<file path="src/rtl/fwd_hazard_ctrl.sv">
// fwd_hazard_ctrl: ID->EXE forwarding select and load-use/no-forward stall with an in-flight destination tracker
// Define FWD_STATS_EN to build the saturating stall_cnt/fwd_cnt counters; otherwise both read 0.
module fwd_hazard_ctrl #(
  parameter int REG_W = 4,
  parameter int NUM_SRC = 2,
  parameter int DEPTH = 3,
  localparam int SEL_W = $clog2(DEPTH)
) (
  input  logic                     clk,
  input  logic                     rst_n,
  input  logic                     forward_en,
  input  logic                     freeze,
  input  logic                     flush,
  input  logic                     id_valid,
  input  logic [NUM_SRC*REG_W-1:0] id_src,
  input  logic [NUM_SRC-1:0]       id_src_used,
  input  logic [REG_W-1:0]         id_dest,
  input  logic                     id_wb_en,
  input  logic                     id_mem_read,
  output logic                     stall,
  output logic [NUM_SRC*SEL_W-1:0] ex_src_sel,
  output logic [31:0]              stall_cnt,
  output logic [31:0]              fwd_cnt
);
  // The last stage needs no entry: its register write is visible to same-cycle ID reads.
  localparam int N = DEPTH - 1;
  logic [N-1:0] v, w, m;
  logic [REG_W-1:0] d [N];
  logic [NUM_SRC*SEL_W-1:0] next_sel;
  logic load_use, any_hit, h;
  always_comb begin
    next_sel = '0;
    load_use = 1'b0;
    any_hit = 1'b0;
    h = 1'b0;
    for (int i = 0; i < NUM_SRC; i++)
      for (int k = N - 1; k >= 0; k--) begin
        h = id_valid & id_src_used[i] & v[k] & w[k] & (id_src[i*REG_W +: REG_W] == d[k]);
        any_hit = any_hit | h;
        load_use = load_use | (h & (k == 0) & m[0]);
        if (h && forward_en) next_sel[i*SEL_W +: SEL_W] = SEL_W'(k + 1);
      end
    stall = ~flush & (forward_en ? load_use : any_hit);
  end
  wire bubble = flush | stall;
  always_ff @(posedge clk or negedge rst_n) begin
    if (!rst_n) begin
      v <= '0;
      w <= '0;
      m <= '0;
      for (int k = 0; k < N; k++) d[k] <= '0;
      ex_src_sel <= '0;
    end else if (!freeze) begin
      for (int k = N - 1; k > 0; k--) begin
        v[k] <= v[k-1];
        w[k] <= w[k-1];
        m[k] <= m[k-1];
        d[k] <= d[k-1];
      end
      v[0] <= bubble ? 1'b0 : id_valid;
      w[0] <= bubble ? 1'b0 : id_wb_en;
      m[0] <= bubble ? 1'b0 : id_mem_read;
      d[0] <= bubble ? '0 : id_dest;
      ex_src_sel <= bubble ? '0 : next_sel;
    end
  end
`ifdef FWD_STATS_EN
  logic [31:0] sc, fc, nz;
  logic [32:0] fsum;
  always_comb begin
    nz = '0;
    for (int i = 0; i < NUM_SRC; i++) nz = nz + 32'(next_sel[i*SEL_W +: SEL_W] != '0);
    fsum = {1'b0, fc} + {1'b0, nz};
  end
  always_ff @(posedge clk or negedge rst_n) begin
    if (!rst_n) begin
      sc <= '0;
      fc <= '0;
    end else if (!freeze) begin
      if (stall && sc != '1) sc <= sc + 32'd1;
      if (!bubble) fc <= fsum[32] ? '1 : fsum[31:0];
    end
  end
  assign stall_cnt = sc;
  assign fwd_cnt = fc;
`else
  assign stall_cnt = '0;
  assign fwd_cnt = '0;
`endif
endmodule

</file>
<file path="config.mk">
export PLATFORM = sky130hd
export DESIGN_NAME = fwd_hazard_ctrl
export DESIGN_NICKNAME = d
export VERILOG_FILES = /design/src/rtl/fwd_hazard_ctrl.sv
export SDC_FILE = /design/constraint.sdc
export NUM_CORES = 1
export LEC_CHECK = 0
export ABC_AREA = 1
export CAP_MARGIN = 20
export CORE_MARGIN = 2
export CORE_UTILIZATION = 25
export CTS_CLUSTER_DIAMETER = 150
export DETAILED_ROUTE_END_ITERATION = 6
export PLACE_DENSITY = 0.67
export REMOVE_ABC_BUFFERS = 1
export SLEW_MARGIN = 25
export SYNTH_ARGS = -nofsm -noshare
export SYNTH_HDL_FRONTEND = slang
export SYNTH_SLANG_ARGS = --single-unit
</file>
<file path="constraint.sdc">
create_clock -name clk -period 1.65 [get_ports clk]
set_input_delay 0.165 -clock clk [delete_from_list [all_inputs] [get_ports clk]]
set_output_delay 0.165 -clock clk [all_outputs]
set_load 0.1 [all_outputs]
</file>
== Word level (Yosys, flattened, before mapping) ==
Index checks and enable logic that the tools add are counted.
W data, S select, Z words.

* Logic and storage cells: 47
* Bits of input ports: 22
* Flip-flop bits (word level): 17

* Multiplexer cells: 10
* Equal/unequal tests: 4
* Bitwise gates (word level): 23
* Reductions and logical operators: 4

{| class="wikitable"
|+ Operators by type and width
! operator !! count
|-
| $and A1 B1 Y1 || 17
|-
| $eq A4 B4 Y1 || 4
|-
| $mux W2 || 4
|-
| $mux W4 || 2
|-
| $or A1 B1 Y1 || 5
|-
| $logic_and A1 B1 Y1 || 4
|-
| $mux W1 || 4
|-
| $not A1 Y1 || 1
|}

== Depth between registers and ports, before layout ==
* Depth in word-level cells: 11
* Gate-level depth with buffers: 10
* Depth with buffers taken out: 9

== Least setup slack after synthesis ==
No wires, ideal clock.

* Path type: register -> output
* Start point: reg d[2] (netlist bit)
* End point: out stall
* Required time: 1.485 ns
* Arrival: 1.886 ns
* Cell stages (with the launch flop): 8
* Path buffers: 1
* Slack: -0.401 ns
* Cell sequence: dfrtp_1 -> xor2_1 -> nor2_1 -> nand3_1 -> nand2_1 -> nand2_2 -> buf_6 -> a21oi_2

* Word-level cells in the longest chain between the ends: 7
* Elaborated cells between the ends (all ways): 9

{| class="wikitable"
|+ Ends and longest elaborated chain
! element !! line !! RTL
|-
| from (decl) || 28 || <nowiki>logic [REG_W-1:0] d [N];</nowiki>
|-
| from (signal, indexed assignment) || 58 || <nowiki>d[k] <= d[k-1];</nowiki>
|-
| $eq A4 B4 Y1 || 38 || <nowiki>h = id_valid & id_src_used[i] & v[k] & w[k] & (id_src[i*REG_W +: REG_W] == d[k]);</nowiki>
|-
| $and A1 B1 Y1 || 38 ||
|-
| $or A1 B1 Y1 || 39 || <nowiki>any_hit = any_hit | h;</nowiki>
|-
| $or A1 B1 Y1 * (2 in a row) || 39 ||
|-
| $mux W1 * || 43 || <nowiki>stall = ~flush & (forward_en ? load_use : any_hit);</nowiki>
|-
| $and A1 B1 Y1 * || 43 ||
|-
| to (decl) || 20 || <nowiki>output logic stall,</nowiki>
|}

Every way passes the cells marked *; elsewhere a longest branch is shown, timed or not.

== Worst setup path in the final report ==
* Start point: reg d[3] (netlist bit)
* End point: out stall

Same word-level chain as after synthesis.

==> impl_metrics.prom <==
# TYPE chip_impl_metric gauge
chip_impl_metric{name="slowest_delay",unit="ns"} 0.42
chip_impl_metric{name="post_synth.cell_area_avg",unit="um^2"} 6.78
chip_impl_metric{name="worst_setup_hold_path_clk_slew",unit="ns"} 0.07
chip_impl_info{name="cp-start-kind",value="register"} 1
chip_impl_info{name="crit_path_cell_trace",value="xor2_1 -> nor2_1 -> nand3_1 -> nand2_1 -> nand2_2 -> a21oi_4 -> buf_12"} 1
chip_impl_metric{name="die_w",unit="um"} 85.2
chip_impl_metric{name="postLayoutCoreUtil",unit="%"} 30.2
chip_impl_metric{name="grt_antenna_before_repair",unit=""} 0
chip_impl_metric{name="sw_frac_of_total",unit="%"} 56.3
chip_impl_metric{name="drc",unit=""} 0
chip_impl_metric{name="clock_power_share",unit="%"} 19.3
chip_impl_metric{name="detailroute.via_count",unit=""} 1339
chip_impl_metric{name="timing.critical_path.buf_inv",unit=""} 1
chip_impl_metric{name="design.core.area",unit="um^2"} 6350
chip_impl_metric{name="post_synthesis_instance_area",unit="um^2"} 1650
chip_impl_metric{name="routed_via_density",unit=""} 3.76
chip_impl_metric{name="fin_cells",unit=""} 356
chip_impl_metric{name="post-place-cells",unit=""} 348
chip_impl_info{name="violations",value="negative setup slack"} 1
chip_impl_metric{name="ys_seq_area_share",unit="%"} 25.8
chip_impl_metric{name="worst_hold_slack",unit="ns"} 0.245
chip_impl_metric{name="final.setup_skew",unit="ns"} 0.00680
chip_impl_metric{name="clk-insertion-delay-late",unit="ns"} 0.25
chip_impl_metric{name="timing.final.ws_setup",unit="ns"} -0.170
chip_impl_metric{name="gr-usage-all-layers",unit="%"} 8.89
chip_impl_metric{name="longest_clk_path_bufs",unit=""} 2
chip_impl_metric{name="drive_gt1_share",unit="%"} 15.4
chip_impl_metric{name="antenna_cell_count",unit=""} 0
chip_impl_metric{name="port_buffers",unit=""} 26
chip_impl_metric{name="final_min_period_over_clock_period",unit="%"} 110
chip_impl_info{name="postSynth.topFlopCell",value="dfrtp_1"} 1
chip_impl_metric{name="peakVddDrop",unit="mV"} 0.253
chip_impl_metric{name="grt_max_degree",unit=""} 18
chip_impl_metric{name="slack_of_the_worst_reg_to_reg_path",unit="ns"} 0.09
chip_impl_info{name="worstReg2RegStart",value="d[3]$_DFFE_PN0N_"} 1
chip_impl_metric{name="initial_core_util",unit="%"} 26.0
chip_impl_metric{name="cts_made_buffers",unit=""} 3
chip_impl_metric{name="p_leak",unit="nW"} 1.09
chip_impl_metric{name="fin_crit",unit="ns"} 1.82
chip_impl_metric{name="count_of_flip_flops_with_a_built_in_enable_after_synthesis",unit=""} 0
chip_impl_metric{name="sinks_on_clock_net",unit=""} 17
chip_impl_metric{name="worst_reg_to_reg_path_cell_count",unit=""} 9
chip_impl_metric{name="initialDrtViolationCount",unit=""} 77
chip_impl_metric{name="switching_power",unit="mW"} 0.921
chip_impl_metric{name="gp_congestion",unit=""} 0.835
chip_impl_metric{name="area_occupied_by_multi_input_gates",unit="um^2"} 840
chip_impl_metric{name="final_max_slew_viol_count",unit=""} 0
chip_impl_metric{name="dr.pass1.iters",unit=""} 4
chip_impl_metric{name="power.sequential.fraction",unit="%"} 28.8
chip_impl_metric{name="finalWirelength",unit="mm"} 3.34
chip_impl_metric{name="max_cap_violations",unit=""} 0
chip_impl_info{name="crit_path_top_delay_cell",value="dfrtp_1"} 1
chip_impl_metric{name="die_area",unit="um^2"} 7260
chip_impl_metric{name="cells_after_synthesis",unit=""} 243
chip_impl_metric{name="ys_types",unit=""} 22
chip_impl_metric{name="power_per_cell_area",unit="nW/um^2"} 854
chip_impl_metric{name="route.detailed.wl_per_inst",unit="um"} 9.39
chip_impl_metric{name="htreeDepth",unit=""} 1
chip_impl_metric{name="async_set_or_reset_flop_fraction_in_the_synthesized_netlist",unit="%"} 100
chip_impl_metric{name="report.power.total",unit="mW"} 1.64
chip_impl_metric{name="sequential_cell_area",unit="um^2"} 425
chip_impl_info{name="critical_path.startpoint",value="d[3]$_DFFE_PN0N_"} 1
chip_impl_metric{name="setup-tns-final",unit="ns"} -0.170
chip_impl_metric{name="layout.filler_cells",unit=""} 704
chip_impl_metric{name="dp_hpwl",unit="mm"} 2.57
chip_impl_metric{name="grt_pass1_vias",unit=""} 1160
chip_impl_metric{name="path_max_fanout",unit=""} 3
chip_impl_metric{name="area_growth",unit="%"} 16.2
chip_impl_info{name="hold_path.class",value="input port to async pin"} 1
chip_impl_metric{name="top_level_ports",unit=""} 91
chip_impl_metric{name="worst_ep_required_time",unit="ns"} 1.48
chip_impl_metric{name="pwr-share-comb",unit="%"} 51.9
chip_impl_info{name="worstReg2RegEnd",value="d[7]$_DFFE_PN0N_"} 1
chip_impl_info{name="cts_tree",value="built"} 1
chip_impl_info{name="worst_path_dominant_cell_family",value="simple AND/OR/NAND/NOR gates"} 1
chip_impl_metric{name="post-route-cell-area",unit="um^2"} 1920
chip_impl_metric{name="arrival",unit="ns"} 1.66
chip_impl_metric{name="timing.final.setup_violations",unit=""} 1
chip_impl_info{name="cts_root_buffer",value="clkbuf_8"} 1
chip_impl_metric{name="antenna_viol_nets_final",unit=""} 0
chip_impl_metric{name="design.final.nets",unit=""} 302
chip_impl_metric{name="std_cell_rows",unit=""} 29
chip_impl_metric{name="globalRouteOverflowTotal",unit=""} 0
chip_impl_info{name="grt_setup_unrepaired",value="true"} 1
chip_impl_metric{name="fmax",unit="GHz"} 0.549
chip_impl_info{name="worst-setup-path-type",value="register to output pin"} 1
chip_impl_metric{name="placedInstanceArea",unit="um^2"} 1830
chip_impl_metric{name="synth-seq-cells",unit=""} 17
chip_impl_metric{name="grt_first_pass_wirelength",unit="mm"} 5.28
chip_impl_metric{name="yosys_warnings",unit=""} 0
chip_impl_info{name="status",value="complete, but fails checks"} 1
chip_impl_metric{name="pre_cts_ws",unit="ns"} -0.202
chip_impl_metric{name="internal-power",unit="mW"} 0.715
chip_impl_metric{name="hold_viol",unit=""} 0
chip_impl_metric{name="die_height",unit="um"} 85.2
chip_impl_info{name="cp-end-kind",value="output pin"} 1
[synthesized netlist by cell type (3+ instances only)]
library cell | number | share of area (%)
nand2_1 | 72 | 16
buf_4 | 64 | 29
inv_1 | 21 | 4.8
nor2_1 | 19 | 4.3
dfrtp_1 | 17 | 26
nand4_1 | 12 | 4.6
inv_2 | 7 | 1.6
o21ai_0 | 4 | 1.2
buf_6 | 3 | 2.0
nand2_2 | 3 | 1.1
nor2_2 | 3 | 1.1
[layer usage]
layer	part of all wire [%]	track usage (%)
met4	0.33	2.60
met3	7.4	1.56
met1	47	12.4
met2	45	14.1
met5	0	0
[registers in the layout, indices dropped and copies added (netlist names)]
name        flops
d               8
ex_src_sel      4
v               2
w               2
m               1
[kinds of logic after synthesis]
family                    after synthesis  share of synthesized area (%)
and+or+nand+nor                       114                           29.8
buffers and inverters                  98                           38.3
DFF                                    17                           25.8
AOI/OAI and AO/OA                       7                           2.35
xor gates and xnor gates                4                           2.13
muxes                                   2                           1.37
other                                   1                          0.228
[layout make-up]
class,count,share of cell area (%)
inverter,28,5.49
tap,77,5.03
multi-input combinational,191,43.8
sequential,17,22.2
clock inverter,1,0.261
timing repair buffer,39,21.0
clock buffer,3,2.16
[power by group through the flow]
stage	clock (mW)	sequential [mW]	combinational, mW
floorplan	0	0.474	0.739
global placement	0	0.478	0.844
detailed placement	0	0.479	0.847
CTS	0.328	0.472	0.844
global route	0.349	0.476	0.888
finish	0.316	0.472	0.849
[worst max path at each step]
stage / to / slack, ns / cells past startpoint
after floorplan: stall / -0.36 / 6
after global routing: stall / -0.28 / 7
after detailed placement: stall / -0.20 / 10
final: stall / -0.17 / 7
after global placement: stall / -0.15 / 10
after CTS: stall / -0.12 / 7
[worst register-to-register path, cell delays in order, from the launching register on]
cell and delay [ns]:
dfrtp_1 0.42, xor2_1 0.15, nor2_1 0.13, nand3_1 0.12
nand2_1 0.12, nand2_2 0.10, buf_4 0.14, buf_6 0.13
nand4_1 0.09, nand2_1 0.06
[cell usage in the layout (no fill, tap or decap)]
cell type,n
nand2_1,70
dfrtp_1,17
or2_2,1
dlygate4sd2_1,7
inv_2,7
nor2_2,3
mux2_2,2
inv_1,21
xor2_1,2
conb_1,64
nand3_2,2
a21oi_4,1
nand4_1,12
buf_12,5
clkbuf_8,3
nand3_1,2
buf_6,1
a21oi_1,2
nor2_1,19
nand2_2,5
xnor2_1,2
clkinv_2,1
buf_4,12
o21ai_0,4
clkdlybuf4s50_1,14
[repair_timing]
item                                    4_1_cts  5_1_grt
resized for setup                             9        2
pin swaps                                     2        8
hold buffers                                  0        0
setup buffers                                 0        4
endpoints found under the setup margin        1        1
(Power assumes the default switching activity.)
